==> src/rtl/rggen_axi4lite_if.sv <==
// rtl/rggen_axi4lite_if.sv - AXI4-Lite channel bundle with master and slave views
interface rggen_axi4lite_if #(
    parameter int ADDRESS_WIDTH = 16,
    parameter int BUS_WIDTH     = 32
);
    logic                     awvalid;
    logic                     awready;
    logic [ADDRESS_WIDTH-1:0] awaddr;
    logic [2:0]               awprot;
    logic                     wvalid;
    logic                     wready;
    logic [BUS_WIDTH-1:0]     wdata;
    logic [BUS_WIDTH/8-1:0]   wstrb;
    logic                     bvalid;
    logic                     bready;
    logic [1:0]               bresp;
    logic                     arvalid;
    logic                     arready;
    logic [ADDRESS_WIDTH-1:0] araddr;
    logic [2:0]               arprot;
    logic                     rvalid;
    logic                     rready;
    logic [BUS_WIDTH-1:0]     rdata;
    logic [1:0]               rresp;

    modport master (
        output awvalid, awaddr, awprot, wvalid, wdata, wstrb, bready,
        output arvalid, araddr, arprot, rready,
        input  awready, wready, bvalid, bresp, arready, rvalid, rdata, rresp
    );

    modport slave (
        input  awvalid, awaddr, awprot, wvalid, wdata, wstrb, bready,
        input  arvalid, araddr, arprot, rready,
        output awready, wready, bvalid, bresp, arready, rvalid, rdata, rresp
    );
endinterface

==> src/rtl/rggen_axi4lite_command_master.sv <==
// rtl/rggen_axi4lite_command_master.sv - single-outstanding AXI4-Lite initiator driven by local commands
module rggen_axi4lite_command_master #(
    parameter int ADDRESS_WIDTH = 16,
    parameter int BUS_WIDTH     = 32
) (
    input  logic                     i_clk,
    input  logic                     i_rst,
    input  logic                     i_command_valid,
    output logic                     o_command_ready,
    input  logic                     i_command_write,
    input  logic [ADDRESS_WIDTH-1:0] i_command_address,
    input  logic [BUS_WIDTH-1:0]     i_command_write_data,
    input  logic [BUS_WIDTH/8-1:0]   i_command_strobe,
    output logic                     o_response_valid,
    input  logic                     i_response_ready,
    output logic [1:0]               o_response_status,
    output logic [BUS_WIDTH-1:0]     o_response_read_data,
    rggen_axi4lite_if.master         axi4lite_if
);
    localparam int STROBE_WIDTH = BUS_WIDTH / 8;

    typedef enum logic [2:0] {
        IDLE,
        WRITE,
        WAIT_B,
        READ,
        WAIT_R,
        RESP
    } state_e;

    state_e                   state_q, state_d;
    logic                     command_ready_q, command_ready_d;
    logic [ADDRESS_WIDTH-1:0] address_q, address_d;
    logic [BUS_WIDTH-1:0]     write_data_q, write_data_d;
    logic [STROBE_WIDTH-1:0]  strobe_q, strobe_d;
    logic                     awvalid_q, awvalid_d;
    logic                     wvalid_q, wvalid_d;
    logic                     aw_done_q, aw_done_d;
    logic                     w_done_q, w_done_d;
    logic                     bready_q, bready_d;
    logic                     arvalid_q, arvalid_d;
    logic                     rready_q, rready_d;
    logic                     response_valid_q, response_valid_d;
    logic [1:0]               response_status_q, response_status_d;
    logic [BUS_WIDTH-1:0]     response_read_data_q, response_read_data_d;

    logic command_accept;
    logic aw_handshake;
    logic w_handshake;
    logic b_handshake;
    logic ar_handshake;
    logic r_handshake;

    always_comb begin
        command_accept = i_command_valid && command_ready_q;
        aw_handshake   = awvalid_q && axi4lite_if.awready;
        w_handshake    = wvalid_q && axi4lite_if.wready;
        b_handshake    = bready_q && axi4lite_if.bvalid;
        ar_handshake   = arvalid_q && axi4lite_if.arready;
        r_handshake    = rready_q && axi4lite_if.rvalid;
    end

    always_comb begin
        state_d              = state_q;
        command_ready_d      = command_ready_q;
        address_d            = address_q;
        write_data_d         = write_data_q;
        strobe_d             = strobe_q;
        awvalid_d            = awvalid_q;
        wvalid_d             = wvalid_q;
        aw_done_d            = aw_done_q;
        w_done_d             = w_done_q;
        bready_d             = bready_q;
        arvalid_d            = arvalid_q;
        rready_d             = rready_q;
        response_valid_d     = response_valid_q;
        response_status_d    = response_status_q;
        response_read_data_d = response_read_data_q;

        case (state_q)
            IDLE: begin
                // Ready comes up one edge after reset release and stays up while idle.
                command_ready_d = 1'b1;
                if (command_accept) begin
                    command_ready_d = 1'b0;
                    address_d       = i_command_address;
                    write_data_d    = i_command_write_data;
                    strobe_d        = i_command_strobe;
                    if (i_command_write) begin
                        state_d   = WRITE;
                        awvalid_d = 1'b1;
                        wvalid_d  = 1'b1;
                        aw_done_d = 1'b0;
                        w_done_d  = 1'b0;
                    end else begin
                        state_d   = READ;
                        arvalid_d = 1'b1;
                    end
                end
            end
            WRITE: begin
                if (aw_handshake) begin
                    awvalid_d = 1'b0;
                    aw_done_d = 1'b1;
                end
                if (w_handshake) begin
                    wvalid_d = 1'b0;
                    w_done_d = 1'b1;
                end
                // Either channel may finish first; count a handshake landing this cycle as done.
                if ((aw_done_q || aw_handshake) && (w_done_q || w_handshake)) begin
                    state_d  = WAIT_B;
                    bready_d = 1'b1;
                end
            end
            WAIT_B: begin
                if (b_handshake) begin
                    state_d              = RESP;
                    bready_d             = 1'b0;
                    response_valid_d     = 1'b1;
                    response_status_d    = axi4lite_if.bresp;
                    response_read_data_d = '0;
                end
            end
            READ: begin
                if (ar_handshake) begin
                    state_d   = WAIT_R;
                    arvalid_d = 1'b0;
                    rready_d  = 1'b1;
                end
            end
            WAIT_R: begin
                if (r_handshake) begin
                    state_d              = RESP;
                    rready_d             = 1'b0;
                    response_valid_d     = 1'b1;
                    response_status_d    = axi4lite_if.rresp;
                    response_read_data_d = axi4lite_if.rdata;
                end
            end
            RESP: begin
                if (i_response_ready) begin
                    state_d          = IDLE;
                    response_valid_d = 1'b0;
                    command_ready_d  = 1'b1;
                end
            end
            default: begin
                state_d = IDLE;
            end
        endcase
    end

    always_ff @(posedge i_clk or posedge i_rst) begin
        if (i_rst) begin
            state_q              <= IDLE;
            command_ready_q      <= 1'b0;
            address_q            <= '0;
            write_data_q         <= '0;
            strobe_q             <= '0;
            awvalid_q            <= 1'b0;
            wvalid_q             <= 1'b0;
            aw_done_q            <= 1'b0;
            w_done_q             <= 1'b0;
            bready_q             <= 1'b0;
            arvalid_q            <= 1'b0;
            rready_q             <= 1'b0;
            response_valid_q     <= 1'b0;
            response_status_q    <= 2'b00;
            response_read_data_q <= '0;
        end else begin
            state_q              <= state_d;
            command_ready_q      <= command_ready_d;
            address_q            <= address_d;
            write_data_q         <= write_data_d;
            strobe_q             <= strobe_d;
            awvalid_q            <= awvalid_d;
            wvalid_q             <= wvalid_d;
            aw_done_q            <= aw_done_d;
            w_done_q             <= w_done_d;
            bready_q             <= bready_d;
            arvalid_q            <= arvalid_d;
            rready_q             <= rready_d;
            response_valid_q     <= response_valid_d;
            response_status_q    <= response_status_d;
            response_read_data_q <= response_read_data_d;
        end
    end

    assign o_command_ready      = command_ready_q;
    assign o_response_valid     = response_valid_q;
    assign o_response_status    = response_status_q;
    assign o_response_read_data = response_read_data_q;

    // Address goes out exactly as commanded; both channels share the latched copy.
    assign axi4lite_if.awvalid = awvalid_q;
    assign axi4lite_if.awaddr  = address_q;
    assign axi4lite_if.awprot  = 3'b000;
    assign axi4lite_if.wvalid  = wvalid_q;
    assign axi4lite_if.wdata   = write_data_q;
    assign axi4lite_if.wstrb   = strobe_q;
    assign axi4lite_if.bready  = bready_q;
    assign axi4lite_if.arvalid = arvalid_q;
    assign axi4lite_if.araddr  = address_q;
    assign axi4lite_if.arprot  = 3'b000;
    assign axi4lite_if.rready  = rready_q;
endmodule

==> src/flat_wrapper.sv <==
// flat-port wrapper written by rule: the top's interface ports become plain ports
module rggen_axi4lite_command_master_flat 
#(
    parameter int ADDRESS_WIDTH = 16,
    parameter int BUS_WIDTH     = 32
)
  (i_clk, i_rst, i_command_valid, o_command_ready, i_command_write, i_command_address, i_command_write_data, i_command_strobe, o_response_valid, i_response_ready, o_response_status, o_response_read_data, axi4lite_if_awvalid, axi4lite_if_awaddr, axi4lite_if_awprot, axi4lite_if_wvalid, axi4lite_if_wdata, axi4lite_if_wstrb, axi4lite_if_bready, axi4lite_if_arvalid, axi4lite_if_araddr, axi4lite_if_arprot, axi4lite_if_rready, axi4lite_if_awready, axi4lite_if_wready, axi4lite_if_bvalid, axi4lite_if_bresp, axi4lite_if_arready, axi4lite_if_rvalid, axi4lite_if_rdata, axi4lite_if_rresp);
  rggen_axi4lite_if #(.ADDRESS_WIDTH(ADDRESS_WIDTH), .BUS_WIDTH(BUS_WIDTH)) axi4lite_if_i ();
  input  logic i_clk;
  input  logic i_rst;
  input  logic i_command_valid;
  output logic o_command_ready;
  input  logic i_command_write;
  input  logic [ADDRESS_WIDTH-1:0] i_command_address;
  input  logic [BUS_WIDTH-1:0] i_command_write_data;
  input  logic [BUS_WIDTH/8-1:0] i_command_strobe;
  output logic o_response_valid;
  input  logic i_response_ready;
  output logic [1:0] o_response_status;
  output logic [BUS_WIDTH-1:0] o_response_read_data;
  output wire logic [$bits(axi4lite_if_i.awvalid)-1:0] axi4lite_if_awvalid;
  output wire logic [$bits(axi4lite_if_i.awaddr)-1:0] axi4lite_if_awaddr;
  output wire logic [$bits(axi4lite_if_i.awprot)-1:0] axi4lite_if_awprot;
  output wire logic [$bits(axi4lite_if_i.wvalid)-1:0] axi4lite_if_wvalid;
  output wire logic [$bits(axi4lite_if_i.wdata)-1:0] axi4lite_if_wdata;
  output wire logic [$bits(axi4lite_if_i.wstrb)-1:0] axi4lite_if_wstrb;
  output wire logic [$bits(axi4lite_if_i.bready)-1:0] axi4lite_if_bready;
  output wire logic [$bits(axi4lite_if_i.arvalid)-1:0] axi4lite_if_arvalid;
  output wire logic [$bits(axi4lite_if_i.araddr)-1:0] axi4lite_if_araddr;
  output wire logic [$bits(axi4lite_if_i.arprot)-1:0] axi4lite_if_arprot;
  output wire logic [$bits(axi4lite_if_i.rready)-1:0] axi4lite_if_rready;
  input wire logic [$bits(axi4lite_if_i.awready)-1:0] axi4lite_if_awready;
  input wire logic [$bits(axi4lite_if_i.wready)-1:0] axi4lite_if_wready;
  input wire logic [$bits(axi4lite_if_i.bvalid)-1:0] axi4lite_if_bvalid;
  input wire logic [$bits(axi4lite_if_i.bresp)-1:0] axi4lite_if_bresp;
  input wire logic [$bits(axi4lite_if_i.arready)-1:0] axi4lite_if_arready;
  input wire logic [$bits(axi4lite_if_i.rvalid)-1:0] axi4lite_if_rvalid;
  input wire logic [$bits(axi4lite_if_i.rdata)-1:0] axi4lite_if_rdata;
  input wire logic [$bits(axi4lite_if_i.rresp)-1:0] axi4lite_if_rresp;
  assign axi4lite_if_awvalid = axi4lite_if_i.awvalid;
  assign axi4lite_if_awaddr = axi4lite_if_i.awaddr;
  assign axi4lite_if_awprot = axi4lite_if_i.awprot;
  assign axi4lite_if_wvalid = axi4lite_if_i.wvalid;
  assign axi4lite_if_wdata = axi4lite_if_i.wdata;
  assign axi4lite_if_wstrb = axi4lite_if_i.wstrb;
  assign axi4lite_if_bready = axi4lite_if_i.bready;
  assign axi4lite_if_arvalid = axi4lite_if_i.arvalid;
  assign axi4lite_if_araddr = axi4lite_if_i.araddr;
  assign axi4lite_if_arprot = axi4lite_if_i.arprot;
  assign axi4lite_if_rready = axi4lite_if_i.rready;
  assign axi4lite_if_i.awready = axi4lite_if_awready;
  assign axi4lite_if_i.wready = axi4lite_if_wready;
  assign axi4lite_if_i.bvalid = axi4lite_if_bvalid;
  assign axi4lite_if_i.bresp = axi4lite_if_bresp;
  assign axi4lite_if_i.arready = axi4lite_if_arready;
  assign axi4lite_if_i.rvalid = axi4lite_if_rvalid;
  assign axi4lite_if_i.rdata = axi4lite_if_rdata;
  assign axi4lite_if_i.rresp = axi4lite_if_rresp;
  rggen_axi4lite_command_master #(.ADDRESS_WIDTH(ADDRESS_WIDTH), .BUS_WIDTH(BUS_WIDTH)) u_core (.i_clk(i_clk), .i_rst(i_rst), .i_command_valid(i_command_valid), .o_command_ready(o_command_ready), .i_command_write(i_command_write), .i_command_address(i_command_address), .i_command_write_data(i_command_write_data), .i_command_strobe(i_command_strobe), .o_response_valid(o_response_valid), .i_response_ready(i_response_ready), .o_response_status(o_response_status), .o_response_read_data(o_response_read_data), .axi4lite_if(axi4lite_if_i));
endmodule
==> config.mk <==
export PLATFORM = sky130hd
export DESIGN_NAME = rggen_axi4lite_command_master_flat
export DESIGN_NICKNAME = d
export VERILOG_FILES = /design/src/rtl/rggen_axi4lite_if.sv /design/src/rtl/rggen_axi4lite_command_master.sv /design/src/flat_wrapper.sv
export SDC_FILE = /design/constraint.sdc
export NUM_CORES = 1
export LEC_CHECK = 0
export CAP_MARGIN = 5
export CORE_MARGIN = 2
export CORE_UTILIZATION = 36
export CTS_CLUSTER_DIAMETER = 200
export CTS_CLUSTER_SIZE = 20
export DETAILED_ROUTE_END_ITERATION = 12
export MAX_ROUTING_LAYER = met4
export PLACE_DENSITY_LB_ADDON = 0.1
export RECOVER_POWER = 100
export SYNTH_ARGS = -nofsm -noshare
export SYNTH_HDL_FRONTEND = slang
export SYNTH_SLANG_ARGS = --single-unit
==> constraint.sdc <==
create_clock -name i_clk -period 3 [get_ports i_clk]
set_input_delay 0.3 -clock i_clk [delete_from_list [all_inputs] [get_ports i_clk]]
set_output_delay 0.3 -clock i_clk [all_outputs]
set_load 0.02 [all_outputs]
# Word level (Yosys, flattened, before mapping)
# Cells that the tools add are included.
# Widths: inputs -> output; s select.
[op_classes]
n_reduce_logical = 27
muxes = 43
n_eq_ne = 15
[ops]
columns = ["cell", "n"]
rows = [
  ["$mux 32", 2],
  ["$pmux 32 s2", 1],
  ["$mux 1", 20],
  ["$mux 3", 6],
  ["$pmux 3 s6", 1],
  ["$pmux 1 s2", 8],
  ["$reduce_and 4->1", 4],
  ["$ne 2x1->1 const B", 7],
  ["$reduce_bool 2->1", 6],
  ["$reduce_and 3->1", 3],
  ["$logic_and 1x1->1", 7],
  ["$eq 3x2->1 const B", 2],
  ["$eq 3x3->1 const B", 2],
  ["$mux 2", 3],
  ["$ne 2x2->1 const B", 3],
  ["$reduce_and 6->1", 1],
  ["$pmux 2 s2", 1],
  ["$reduce_and 2->1", 2],
  ["$eq 3x1->1 const B", 1],
  ["$logic_not 3->1", 1],
  ["$pmux 1 s3", 1],
  ["$reduce_bool 3->1", 1],
  ["$logic_or 1x1->1", 2],
]
[totals]
regBits = 98
wordCells = 100

# Depth between registers and ports, before layout
# Gate-level depths: netlist of the first run.
[depth]
depth_word = 5
depth_mapped = 7
depth_no_buf = 4

# Worst setup path before layout of the first run
# Ideal clock, no wire load.
[synth_path]
path_kind = "register -> register"
start = "reg u_core.state_q[0]"
end = "reg u_core.address_q[0], in the netlist u_core.axi4lite_if.araddr[0]"
n_path_buf = 3
setup_time_ns = 0.127
arrival_ns = 1.470
synth_period_minus_slack_ns = 1.597
stages_incl_launch_ff = 7
path_slack_ns = 1.403
cell_sequence = "dfrtp_1 buf_2 nor3_1 nor2b_1 buf_4 buf_6 mux2_1"
[synth_between]
elab_chain_cells = 2
[synth_rtl]
columns = ["element", "line", "text"]
rows = [
  ["start, declared", "rggen_axi4lite_command_master.sv:31", "state_e state_q, state_d;"],
  ["start signal, assigned", "rggen_axi4lite_command_master.sv:172", "state_q <= state_d;"],
  ["$logic_not 3->1", "rggen_axi4lite_command_master.sv:80", "case (state_q)"],
  ["$reduce_and 2->1 (no source line)", "n/a", ""],
  ["end signal, assigned", "rggen_axi4lite_command_master.sv:174", "address_q <= address_d;"],
  ["end, declared", "rggen_axi4lite_command_master.sv:33", "logic [ADDRESS_WIDTH-1:0] address_q, address_d;"],
]
# No other way between the ends.
# A chain may end at the register's enable or synchronous reset.

# Worst setup path in the final report of the first run
[layout_path]
start = "reg u_core.state_q[0]"
end = "reg u_core.response_valid_q, in the netlist u_core.o_response_valid"
[layout_between]
elab_chain_cells = 3
[layout_rtl]
columns = ["element", "line", "text"]
rows = [
  ["$eq 3x3->1 or $eq 3x2->1 (tied branches)", "rggen_axi4lite_command_master.sv:80", ""],
  ["$ne 2x1->1 (no source line), or another cell as far along", "n/a", ""],
  ["$reduce_and 4->1 (no source line)", "n/a", ""],
  ["end signal, assigned", "rggen_axi4lite_command_master.sv:184", "response_valid_q <= response_valid_d;"],
  ["end, declared", "rggen_axi4lite_command_master.sv:43", "logic response_valid_q, response_valid_d;"],
]
# Parallel ways exist; a longest one is shown, timed or not.

==> results.json, run 1 <==
{
  "status": "finished, violations left",
  "failed_checks": "capacitance limit, slew limit",
  "dieWidth_um": 110.1,
  "fin_setup_tns_ns": 0,
  "path_class": "flop to flop",
  "die_h_um": 110.1,
  "grt_overflow": 0,
  "fin_util": 0.5754,
  "cap_violations": 1,
  "hold_class": "flop to flop",
  "antenna_left": 0,
  "synth_cells": 294,
  "hold_buffers": 0,
  "yosys_warnings": 0,
  "io_buffer_count": 206,
  "max-vdd-ir-drop_mv": 0.4609,
  "nFillCells": 970,
  "boundaryPins": 213,
  "yosysSeqAreaShare": 0.6055,
  "htreeDepth": 3,
  "gp_congestion": 0.7973,
  "ys_seq_elements": 98,
  "cts-buffers-inserted": 9,
  "maxSlewViolCount": 38,
  "synth_edf_count": 0,
  "totalWireLength_mm": 9.950,
  "start_util": 0.3720,
  "worstMarginPinSlew_ns": 1.702,
  "setup_viol": 0,
  "dpl.hpwl_mm": 7.553,
  "insertion_delay_ns": 0.37,
  "end_kind": "flop",
  "first_pass_iters": 4,
  "synth_area_um2": 4050,
  "syn_avg_cell_area_um2": 13.78,
  "cts.clk_slew.worst_paths_ns": 0.09,
  "worst-endpoint-arrival_ns": 2.49,
  "synth_cell_types": 31,
  "routedWlPerCell_um": 15.89,
  "synth_flop_cell": "dfrtp_1",
  "vias": 2956,
  "grt_pass1_wl_mm": 14.95,
  "place_area_um2": 6057,
  "clockBufferDepth": 2,
  "cts-root-buf": "clkbuf_8",
  "fp.coreArea_um2": 10890,
  "slew_headroom": -0.1408,
  "n_antenna_cell": 0,
  "final_cell_area_um2": 6265,
  "p_per_area_nw_per_um2": 1046,
  "num_rows": 38,
  "async_flop_share": 1.000,
  "gr-usage-met1": 0.2062,
  "layout-drive-gt1-share": 0.06173,
  "post-cts-setup-buffer-count": 0,
  "clock_skew_ns": 0.01165,
  "grt-busiest-layer": "met2",
  "hold_viol_final": 0,
  "hold_slack_ns": 0.4833,
  "drt_iter0_markers": 125,
  "post-route-period-util": 0.7449,
  "leakagePower_nw": 2.777,
  "grt_max_degree": 62,
  "grt_usage": 0.1685,
  "rsz0062_at_grt": "no",
  "cts_sinks": 98,
  "cts_resized": 0,
  "dieArea_um2": 12110,
  "drcViolationCount": 0,
  "viasPerCell": 4.722,
  "antenna_found_initial": 0,
  "cp_max_fo": 29,
  "max_freq_mhz": 447.5,
  "power_mw": 6.554,
  "grt_use_met3": 0.03233,
  "nets": 579,
  "met2_usage": 0.2726,
  "critPathLaunchType": "flop",
  "worstPathRequired_ns": 3.26,
  "fin_crit_ns": 2.235,
  "grt_pass1_vias": 2940,
  "area_growth_pct": 54.68,
  "cts_tree": "yes"
}
critical path: stages, from the launching register on:
cell	delay, ns
dfrtp_1	0.38
clkbuf_1	0.29
nor3b_1	0.42
a221o_1	0.41
buf_4	0.37
a21bo_2	0.26
registers in the layout (all words and copies together), names as in the netlist, 2 cells and up:
signal and flops:
u_core.axi4lite_if.wdata 32, u_core.o_response_read_data 32, u_core.axi4lite_if.araddr 16, u_core.axi4lite_if.wstrb 4, u_core.state_q 3, u_core.o_response_status 2
synth_stat cells (2+ instances only):
cell	n	area, µm²
a31oi_1	2	12.51
nand3_1	4	20.02
and3_1	2	12.51
dfrtp_1	98	2452
a21oi_1	9	45.04
inv_1	3	11.26
nand2_1	13	48.80
mux2_2	6	67.56
mux2i_1	2	20.02
mux2_1	48	540.5
a22o_1	34	297.8
o21ai_1	2	10.01
nor3_1	3	15.01
buf_6	10	112.6
a32oi_1	2	17.52
buf_4	24	180.2
nor2_1	7	26.28
or2_2	2	12.51
nand2b_1	2	12.51
buf_2	5	25.02
o21ai_0	4	20.02
nor2b_1	3	18.77
cell families after synthesis:
logic type             Yosys count  share of synthesized area
AOI/OAI and AO/OA               57                     0.1081
DFF                             98                     0.6055
muxes                           56                     0.1551
buffers and inverters           43                    0.08217
other                            1                  0.0009259
and+or+nand+nor                 39                    0.04819
where the power goes:
part           leakage [nW]  switching [mW]  internal (mW)  total (mW)
logic                  1.45            1.74           1.59        3.33
registers              1.22           0.347           1.94        2.28
clock network         0.106           0.465          0.477       0.941
total                  2.78            2.55           4.00        6.55
cell type report:
class / instances / area, µm² / area share
sequential: 98 / 2452 / 0.3915
timing repair buffer: 211 / 2121 / 0.3385
multi-input combinational: 158 / 1279 / 0.2041
tap: 140 / 175.2 / 0.02796
clock buffer: 9 / 123.9 / 0.01977
clock inverter: 7 / 101.3 / 0.01618
inverter: 3 / 12.51 / 0.001997
final timing paths:
kind                                                          start                                           to  slack, ns  cells after the start
min in group asynchronous                                     i_rst    u_core.axi4lite_if.araddr[15]$_DFFE_PP0P_       0.81                      2
setup / recovery                      u_core.state_q[0]$_DFFE_PP0P_          u_core.o_response_valid$_DFFE_PP0P_       0.77                      5
hold reg to reg            u_core.axi4lite_if.wdata[28]$_DFFE_PP0P_     u_core.axi4lite_if.wdata[28]$_DFFE_PP0P_       0.48                      1
hold / removal             u_core.axi4lite_if.wdata[28]$_DFFE_PP0P_     u_core.axi4lite_if.wdata[28]$_DFFE_PP0P_       0.48                      1
max in group asynchronous                                     i_rst  u_core.o_response_read_data[16]$_DFFE_PP0P_       1.25                      3
setup reg to reg                      u_core.state_q[0]$_DFFE_PP0P_          u_core.o_response_valid$_DFFE_PP0P_       0.77                      5
per-stage QoR:
| stage | instances | setup slack [ns] |
|---|---|---|
| 3_3_place_gp | 610 | 0.9757 |
| 6_report | 626 | 0.7652 |
| 2_1_floorplan | 299 | 0.1379 |
| 3_5_place_dp | 610 | 0.8785 |
| 5_1_grt | 626 | 0.5796 |
| 4_1_cts | 626 | 0.9345 |
routing by layer:
layer	vias up	part of all wire
li1	1392	-
met1	1433	0.41
met2	115	0.50
met3	16	0.071
met4	0	0.017
met5	-	0
layout by cell type (no fill, tap or decap), drive strengths merged, types with 3 or more instances in the layout:
cell type and n:
a21oi 9, a22o 34, buf 4, clkbuf 10
clkdlybuf4s50 96, clkinvlp 3, conb 6, dfrtp 98
dlygate4sd3 110, inv 4, mux2 54, nand2 13
nand3 4, nor2 7, nor2b 3, nor3 3
o21ai 6
No activity file was read; power rests on OpenSTA's default activity.
==> inputs of run 2 (changes only) <==
CORE_UTILIZATION = 40   (was 36)
clock period = 2.3 ns   (was 3 ns; I/O delays follow)
==> run 2 against run 1 <==
Compared with the run above: the flow now finishes without violations; worst setup slack got worse by 0.39 ns; sequential share of layout area decreased by 0.11 points; critical endpoint is now u_core.o_response_read_data[16]$_DFFE_PP0P_; wire length decreased by 1.2%; critical path depth unchanged; global-route usage increased by 2.0 points; final cell count decreased by 0.96%; via count increased by 1.5%; clock power increased by 45%; die area decreased by 9.6%; first-iteration DRC count decreased by 15%; highest routed layer unchanged.
==> results.json, run 2 (same netlist as run 1, synthesis figures left out) <==
{
  "critPathSlowestCell": "dfrtp_1",
  "crit_path_cell_trace": "clkbuf_1, nor3b_2, a221o_1, buf_4, a22o_1",
  "hold_class": "input port to flop",
  "grt_max_degree": 99,
  "layout-drive-gt1-share": 0.06571,
  "first_pass_iters": 4,
  "htreeDepth": 3,
  "hold_buffers": 0,
  "path_buf_inv": 2,
  "crit_family": "buffers and inverters",
  "gp_congestion": 0.7810,
  "cap_violations": 0,
  "slowest_delay_ns": 0.47,
  "nets": 580,
  "vias": 2999,
  "slew_headroom": 0.1468,
  "start_util": 0.4125,
  "totalWireLength_mm": 9.828,
  "dieWidth_um": 104.6,
  "cts-root-buf": "clkbuf_8",
  "final.setup.worst_slack_ns": 0.3734,
  "nFillCells": 804,
  "dpl.hpwl_mm": 7.190,
  "drcViolationCount": 0,
  "fin_setup_tns_ns": 0,
  "clock_skew_ns": 0.009503,
  "power_mw": 8.680,
  "insertion_delay_ns": 0.35,
  "met2WireLength_mm": 4.859,
  "boundaryPins": 213,
  "ff_latch_area_um2": 2452,
  "routedWlPerCell_um": 15.85,
  "grt_pass1_vias": 3045,
  "hold_slack_ns": 0.4579,
  "final_common_cell": "dlygate4sd3_1",
  "post-route-period-util": 0.8377,
  "end_kind": "flop",
  "rsz0062_at_grt": "no",
  "num_rows": 36,
  "cts_tree": "yes",
  "met3WireLength_um": 589,
  "viasPerCell": 4.837,
  "fin_crit_ns": 1.927,
  "drt_iter0_markers": 106,
  "max_freq_mhz": 519.0,
  "die_h_um": 104.6,
  "dieArea_um2": 10950,
  "multi_input_area_um2": 1284,
  "hold_viol_final": 0,
  "critPathLaunchType": "flop",
  "cp_max_fo": 19,
  "place_ws_ns": 0.4686,
  "antenna_found_initial": 0,
  "dr.max_layer_used": "met4",
  "io_buffer_count": 206,
  "cts_resized": 0,
  "met1_length_mm": 4.262,
  "status": "complete, no violations",
  "n_antenna_cell": 0,
  "most-common-layout-cells": "dlygate4sd3_1 (110), dfrtp_1 (98), clkdlybuf4s50_1 (96)",
  "p_per_area_nw_per_um2": 1382,
  "cts_sinks": 98,
  "clockBufferDepth": 2,
  "worst-endpoint-arrival_ns": 2.18,
  "grt_pass1_wl_mm": 15.94,
  "cts-buffers-inserted": 9,
  "worstPathRequired_ns": 2.55,
  "grt_usage": 0.1888,
  "cts.clk_slew.worst_paths_ns": 0.10,
  "setup_viol": 0,
  "area_growth_pct": 55.11,
  "fp.coreArea_um2": 9819,
  "maxSlewViolCount": 0,
  "post-cts-setup-buffer-count": 0,
  "leakagePower_nw": 2.791,
  "antenna_left": 0,
  "max-vdd-ir-drop_mv": 0.8000,
  "grt_overflow": 0,
  "worstMarginPinSlew_ns": 1.280,
  "path_class": "flop to flop"
}
-- run 2: through the flow --
stage / util / instance area, µm² / std cells
5_1_grt: 0.6398 / 6282 / 620
3_3_place_gp: 0.6168 / 6057 / 604
4_1_cts: 0.6422 / 6306 / 620
6_report: 0.6398 / 6282 / 620
2_1_floorplan: - / 4073 / 299
3_5_place_dp: 0.6168 / 6057 / 604
-- run 2: where the power goes --
part           leakage (nW)  internal [mW]  switching [mW]  total (mW)
registers              1.22           2.53           0.448        2.97
logic                  1.45           2.08            2.26        4.35
clock network         0.118          0.734           0.625        1.36
total                  2.79           5.34            3.34        8.68
-- run 2: path summary, 6_finish.rpt --
kind / start / end / slack [ns] / cells after the start
max in group asynchronous: i_rst / u_core.state_q[2]$_DFFE_PP0P_ / 0.69 / 3
min in group asynchronous: i_rst / u_core.o_response_read_data[27]$_DFFE_PP0P_ / 0.83 / 3
worst max-delay path: u_core.state_q[0]$_DFFE_PP0P_ / u_core.o_response_read_data[16]$_DFFE_PP0P_ / 0.37 / 5
worst min register to register: u_core.axi4lite_if.wdata[3]$_DFFE_PP0P_ / u_core.axi4lite_if.wdata[3]$_DFFE_PP0P_ / 0.48 / 1
worst min-delay path: i_command_write_data[19] / u_core.axi4lite_if.wdata[19]$_DFFE_PP0P_ / 0.46 / 2
worst max register to register: u_core.state_q[0]$_DFFE_PP0P_ / u_core.o_response_read_data[16]$_DFFE_PP0P_ / 0.37 / 5
-- run 2: routing by layer --
| metal | vias to the layer above | GRT usage |
|---|---|---|
| met2 | 117 | 0.3072 |
| met1 | 1476 | 0.2367 |
| met5 | - | - |
| met4 | 0 | 0.06286 |
| met3 | 10 | 0.03930 |
| li1 | 1396 | - |
-- run 2: final cells by class --
class                           instances  share of cell area
Clock buffer                            9             0.01972
Sequential cell                        98              0.3904
Clock inverter                          7             0.01992
Multi-Input combinational cell        158              0.2043
Inverter                                3            0.002390
Tap cell                              133             0.02649
Timing Repair Buffer                  212              0.3368
